[config.mk]
export PLATFORM = sky130hd
export DESIGN_NAME = display_scan_sched
export DESIGN_NICKNAME = d
export VERILOG_FILES = /design/src/rtl/display_scan_sched.sv
export SDC_FILE = /design/constraint.sdc
export NUM_CORES = 1
export LEC_CHECK = 0
export CAP_MARGIN = 10
export CORE_MARGIN = 4
export CORE_UTILIZATION = 49
export DETAILED_ROUTE_END_ITERATION = 8
export GPL_TIMING_DRIVEN = 0
export HOLD_SLACK_MARGIN = 0.15
export MAX_ROUTING_LAYER = met4
export PLACE_DENSITY = 0.8
export REMOVE_ABC_BUFFERS = 1
export SLEW_MARGIN = 20
export SYNTH_ARGS = -nofsm -noshare
export SYNTH_HDL_FRONTEND = slang
export SYNTH_SLANG_ARGS = --single-unit
[constraint.sdc]
create_clock -name clk -period 2.4 [get_ports clk]
set_clock_uncertainty 0.05 [all_clocks]
set_input_delay 0.72 -clock clk [delete_from_list [all_inputs] [get_ports clk]]
set_output_delay 0.72 -clock clk [all_outputs]
set_load 0.03 [all_outputs]
[src/rtl/display_scan_sched.sv]
// Scan scheduler for a multiplexed seven-segment display: sequences digits with an
// on-time and an anti-ghosting blank gap, per-digit blinking and frame-aligned source select.
module display_scan_sched #(
  parameter int NUM_DIGITS  = 6,
  parameter int ON_TICKS    = 4,
  parameter int BLANK_TICKS = 1
) (
  input  logic                  clk,
  input  logic                  rst,
  input  logic                  tick,
  input  logic                  enable,
  input  logic                  show_alarm,
  input  logic [NUM_DIGITS-1:0] blink_mask,
  input  logic                  blink_toggle,
  output logic [2:0]            sel,
  output logic [NUM_DIGITS-1:0] an,
  output logic                  src_alarm,
  output logic                  frame_start
);

  typedef enum logic [1:0] {
    IDLE  = 2'd0,
    BLANK = 2'd1,
    ON    = 2'd2
  } state_t;

  localparam logic [3:0]            ON_LAST    = 4'(ON_TICKS - 1);
  localparam logic [3:0]            BLANK_LAST = 4'(BLANK_TICKS - 1);
  localparam logic [2:0]            SEL_LAST   = 3'(NUM_DIGITS - 1);
  localparam logic [NUM_DIGITS-1:0] AN_OFF     = {NUM_DIGITS{1'b1}};
  // With no blank gap a finished slot goes straight to the next lit digit.
  localparam state_t                SLOT_END   = (BLANK_TICKS == 0) ? ON : BLANK;

  state_t                state, state_n;
  logic [3:0]            cnt, cnt_n;
  logic [2:0]            sel_n;
  logic                  src_n;
  logic                  fs_n;
  logic                  blink_phase, phase_n;
  logic [NUM_DIGITS-1:0] an_n;

  // Next-state, counter, digit index and anode pattern for the coming clock.
  always_comb begin
    state_n = state;
    cnt_n   = cnt;
    sel_n   = sel;
    src_n   = src_alarm;
    fs_n    = 1'b0;
    phase_n = blink_phase ^ blink_toggle;
    an_n    = AN_OFF;

    if (!enable) begin
      state_n = IDLE;
      cnt_n   = 4'd0;
      sel_n   = 3'd0;
    end else begin
      case (state)
        IDLE: begin
          state_n = SLOT_END;
          cnt_n   = 4'd0;
          sel_n   = 3'd0;
          src_n   = show_alarm;
          fs_n    = (SLOT_END == ON);
        end
        BLANK: begin
          if (tick) begin
            if (cnt == BLANK_LAST) begin
              state_n = ON;
              cnt_n   = 4'd0;
              fs_n    = (sel == 3'd0);
            end else begin
              cnt_n = cnt + 4'd1;
            end
          end else begin
            cnt_n = cnt;
          end
        end
        ON: begin
          if (tick) begin
            if (cnt == ON_LAST) begin
              state_n = SLOT_END;
              cnt_n   = 4'd0;
              // Source only switches on the wrap so a frame never mixes time and alarm.
              if (sel == SEL_LAST) begin
                sel_n = 3'd0;
                src_n = show_alarm;
                fs_n  = (SLOT_END == ON);
              end else begin
                sel_n = sel + 3'd1;
              end
            end else begin
              cnt_n = cnt + 4'd1;
            end
          end else begin
            cnt_n = cnt;
          end
        end
        default: begin
          state_n = IDLE;
          cnt_n   = 4'd0;
          sel_n   = 3'd0;
        end
      endcase
    end

    for (int i = 0; i < NUM_DIGITS; i++) begin
      an_n[i] = ~((state_n == ON) && (sel_n == 3'(i)) && !(blink_mask[i] && phase_n));
    end
  end

  // State and output registers; anodes are derived from next state so they never glitch.
  always_ff @(posedge clk or negedge rst) begin
    if (!rst) begin
      state       <= IDLE;
      cnt         <= 4'd0;
      sel         <= 3'd0;
      an          <= AN_OFF;
      src_alarm   <= 1'b0;
      frame_start <= 1'b0;
      blink_phase <= 1'b0;
    end else begin
      state       <= state_n;
      cnt         <= cnt_n;
      sel         <= sel_n;
      an          <= an_n;
      src_alarm   <= src_n;
      frame_start <= fs_n;
      blink_phase <= phase_n;
    end
  end

endmodule

Word level (Yosys, flattened, before mapping)
Index checks and enable logic that the tools add are counted.
{ "op_classes": {"n_addsub": 2, "n_eq_ne": 15, "reduce_logical": 31, "n_mux": 25, "bitwise_logic": 7} }
{ "ops": {"columns": ["op", "n"], "rows": [
  ["$mux W4", 5],
  ["$logic_and A1 B1 Y1", 18],
  ["$mux W3", 4],
  ["$mux W2", 5],
  ["$eq A3 B3 Y1 const B", 3],
  ["$pmux W4 S2", 1],
  ["$mux W1", 7],
  ["$eq A3 B2 Y1 const B", 2],
  ["$logic_not A1 Y1", 6],
  ["$logic_not A3 Y1", 2],
  ["$ne A2 B2 Y1 const B", 3],
  ["$ne A3 B3 Y1 const B", 2],
  ["$not A1 Y1", 6],
  ["$pmux W2 S3", 1],
  ["$pmux W3 S2", 1],
  ["$reduce_and A5 Y1", 1],
  ["$add A4 B1 Y4 const B", 1],
  ["$eq A2 B2 Y1 const B", 2],
  ["$eq A4 B2 Y1 const B", 1],
  ["$logic_not A4 Y1", 1],
  ["$add A3 B1 Y3 const B", 1],
  ["$eq A3 B1 Y1 const B", 1],
  ["$eq A2 B1 Y1 const B", 1],
  ["$logic_not A2 Y1", 1],
  ["4 further kinds", 4]
]} }
{ "totals": {"output_inout_bits": 11, "regBits": 18} }

Depth between registers and ports, before layout
{ "logic_depth": {"word_depth": 10, "depth_mapped": 8, "mapped_depth_nobuf": 7} }

Worst setup path before layout
Ideal clock, no wire load.
{ "synth_path": {"path_type": "input-to-reg", "startpoint": "input port tick", "endpoint": "register an[3]", "n_path_buf": 0, "cell_stages": 5, "path_slack_ns": 0.392, "t_arrival_ns": 1.869, "path_cell_list": "nor4bb_4 > a2111o_1 > nor4b_4 > nor2b_4 > nand4_1"} }
{ "synth_between": {"elab_chain_cells": 7} }
{ "synth_lines": {"columns": ["item", "line", "source"], "rows": [
  ["start, declared", "10", "input logic tick,"],
  ["$mux W3, or another cell as far along", "79", "if (tick) begin"],
  ["$pmux W3 S2 / $pmux W2 S3 (equally long branches)", "57", "case (state)"],
  ["$mux W3 / $mux W2 (equally long branches)", "52", "if (!enable) begin"],
  ["$eq A3 B2 Y1 / $eq A2 B2 Y1 (equally long branches)", "107", "an_n[i] = ~((state_n == ON) && (sel_n == 3'(i)) && !(blink_mask[i] && phase_n));"],
  ["$logic_and A1 B1 Y1 (*) (2 in a row)", "107", null],
  ["$not A1 Y1 (*)", "107", null],
  ["via an_n[3]", "40", "logic [NUM_DIGITS-1:0] an_n;"],
  ["end signal, assigned", "125", "an <= an_n;"],
  ["end, declared", "16", "output logic [NUM_DIGITS-1:0] an,"]
]} }
The timed path passes the listed nets; every way through them passes the cells marked *.
A chain may end at the register's enable or synchronous reset.

Worst setup path in the final report
{ "layout_path": {"startpoint": "input port tick", "endpoint": "register an[3]"} }
{ "layout_between": {"elab_chain_cells": 7} }
{ "layout_lines": {"columns": ["item", "line", "source"], "rows": [
  ["$mux W3", "79", null],
  ["$pmux W3 S2", "57", null],
  ["$mux W3", "52", null],
  ["via sel_n[2]", "36", "logic [2:0] sel_n;"],
  ["$eq A3 B2 Y1", "107", null],
  ["$logic_and A1 B1 Y1 (2 in a row)", "107", null],
  ["$not A1 Y1", "107", null],
  ["via an_n[3]", "40", null]
]} }
The timed path passes the listed nets, and every way through them passes these cells.

==> key figures <==
GRT
  • Initial antenna violation count: 0
  • Grt ovf: 0
  • Total GRT Usage: 16.5%
  • Number of global-route vias before repair: 783
  • Maximum number of pins on one net before global-route repair: 19
  • First-pass GRT wire length: approximately 3.4 mm

Clocking
  • H-tree depth: 1
  • # clock sinks: 18
  • CTS tree: done
  • Clock transition at path regs: between 0.1 and 0.15 ns
  • Num CTS Buffers: 3
  • Postcts setup bufs: 0
  • Clk root buf: clkbuf_4
  • Skew-Pair Late Insertion Delay: 0.31 ns
  • Hold buffer count at CTS: 0
  • CTS max path bufs: 2

Critical path
  • Critical path type: in -> reg
  • Critical Path Sink Type: register
  • Crit path max fanout: 6
  • CP Launch Type: input port
  • Worst endpoint required time: ~2.6 ns
  • Critical Path AT: about 2.5 ns

Synthesis
  • Synth Area per Inst: 10.2 sq um
  • Ys flop type: dfrtp_1
  • Seq/Total Area, Yosys: 43.8%
  • Post-synthesis mux area share: 2.51%
  • Cell variety after synth: 38
  • Post-synthesis compound-gate area fraction: 15.7%
  • Synth top area share: between 20% and 30%
  • Synthesized area: between 1000 and 1500 sq um
  • Yosys reg bits: 18
  • Adder-cell share of the synthesized area: roughly 7.2%
  • Cell with the most instances after synthesis: nand2_1
  • Post-synthesis xor/xnor area fraction: 0.838%
  • Main combinational cell family by area after synthesis: simple AND/OR/NAND/NOR gates
  • Simple-gate portion of the synthesized area: around 27%
  • Cell taking the most area after synthesis: dfrtp_1
  • Top cells by area, synth: dfrtp_1 29%, dfstp_2 15%, ha_1 7.2%
  • Cells after Synth: just over 100
  • Top cells by count, synth: 13 x nand2_1, 12 x dfrtp_1
  • Number of synthesized flops with an enable pin: 0
  • Yosys warning total: 0
  • Asr flop ratio synth: 100%

Power and ir drop
  • Power Total: 0.000649 W
  • Worst vdd ir: 0.475 mV
  • Leak: 0.527 nW
  • PwrDens: 487 nW/um^2

Floorplan
  • Initial Utilization: 52.2%
  • Die width: 54.2 microns
  • Core area: ~2000 sq um
  • Die Y: 54.2 microns
  • Die footprint: 2930 sq um
  • Row Count: 16
  • Ports: 23

Timing
  • Final Critical Period: 2.31 ns
  • Share of the clock period used by the worst path: 96.3%
  • Setup violators final: 0
  • Fmax: 433 MHz
  • Rel. slew slack: 47.2%
  • Hold Fails Final Rpt: 0
  • RSZ-0062 raised after global routing: true
  • Worst slew pin tran: 0.789 ns
  • Worst hold slack: 0.465 ns
  • Max-slew violation count: 0

Job
  • # Max-Cap Violations: 0

Placement
  • Post-detail-place hpwl: 1.58 mm
  • I/O Buffers: 22
  • Final GP Congestion: just over 0.9

Hold path
  • HP Class: reg -> reg

Final layout
  • Share of layout cells above drive strength 1: approximately 17%
  • Layout Area Growth over Synthesis: 27.7%
  • Nets: 146
  • Antenna cells: 0

Outcome
  • Status: complete, no violations

Routing
  • Via count: 842
  • Pre-Repair DR Iteration Count: 4
  • Via density: 5.47
  • M1 wire length: about 1.1 mm
  • DR WL met2: 902 microns
  • Post-DR wirelength/cell: 13.6 microns
  • Post-DRT Antenna Nets: 0
  • DRC viols: 0
  • Met3 wire length: 98 microns
  • DRT iter0 DRCs: 14
  • Routed wire length: around 2.1 mm
  • DR top layer: met4
cells by family (layout without fill, tap and decap cells):
logic type | Yosys count | count (layout)
muxes | 2 | 2
buffers and inverters | 7 | 32
and+or+nand+nor | 46 | 46
adders and majority gates | 6 | 6
xor gates and xnor gates | 1 | 1
AOI/OAI and AO/OA | 22 | 22
DFF | 18 | 18
repair_timing:
item,in CTS,in global routing
endpoints found under the hold margin,0,0
setup endpoints to repair,0,6
gates resized for setup,0,1
where the power goes:
group / internal [W] / switching (W)
logic: 0.0000515 / 0.0000777
registers: 0.000319 / 0.00000776
clock network: 0.0000926 / 0.000100
total: 0.000463 / 0.000186
cell type report:
cell class / count / area, sq um
clock buffers: 4 / 36.3
fillers: 159 / 668
inverters: 6 / 22.5
multi-input cells: 77 / 563
flip-flops and latches: 18 / 458
well taps: 27 / 33.8
repair buffers: 22 / 220
state kept, by name (all words and copies together), names as in the netlist:
name / flops
src_alarm: 1
state: 2
frame_start: 1
blink_phase: 1
cnt: 4
an: 6
sel: 3
layout by cell type (no fill, tap or decap), drive strengths merged, types with 2 or more instances in the layout:
cell,netlist,final
or2,2,2
nand4,3,3
nor2b,3,3
nor3,4,4
a21oi,5,5
a32o,2,2
nand2b,4,4
mux2,2,2
nor2,6,6
clkbuf,1,4
nand3,4,4
o21ai,5,5
clkdlybuf4s50,0,22
o31ai,2,2
inv,6,6
nand2,13,13
a31o,2,2
ha,6,6
dfstp,6,6
nor4b,2,2
dfrtp,12,12
per-layer routing:
metal  up-vias  global-route usage (%)
met5         -                       -
met4         0                    7.88
met3         5                    3.32
met2        21                    23.7
met1       393                    22.0
li1        423                       -
metrics by stage:
stage | setup TNS, ns | cells | cell area, sq um | worst slack [ns] | utilization, %
after floorplan | 0 | 101 | 1040 | 0.375 | -
after global placement | -1.19 | 150 | 1290 | -0.204 | 64.7
after detailed placement | -1.39 | 150 | 1290 | -0.234 | 64.7
after CTS | 0 | 154 | 1330 | 0.0915 | 66.5
after global routing | -0.102 | 154 | 1330 | -0.0261 | 66.6
final | 0 | 154 | 1330 | 0.0888 | 66.6
worst max-delay path, stage by stage:
cell             delay, ns
clkdlybuf4s50_1       0.51
nor4bb_4              0.39
nand3_1               0.22
a32o_1                0.37
nor2b_4               0.17
nand4_1               0.10
final timing paths:
check / start / endpoint / slack, ns / cells past startpoint
worst max register to register: state[0] / an[3] / 0.22 / 7
worst min-delay path: src_alarm / src_alarm / 0.47 / 1
min in group asynchronous: rst / cnt[2] / 0.81 / 1
max in group asynchronous: rst / sel[2] / 0.99 / 1
worst max-delay path: tick / an[3] / 0.09 / 6
worst min register to register: src_alarm / src_alarm / 0.47 / 1
No activity file was read; power rests on OpenSTA's default activity.
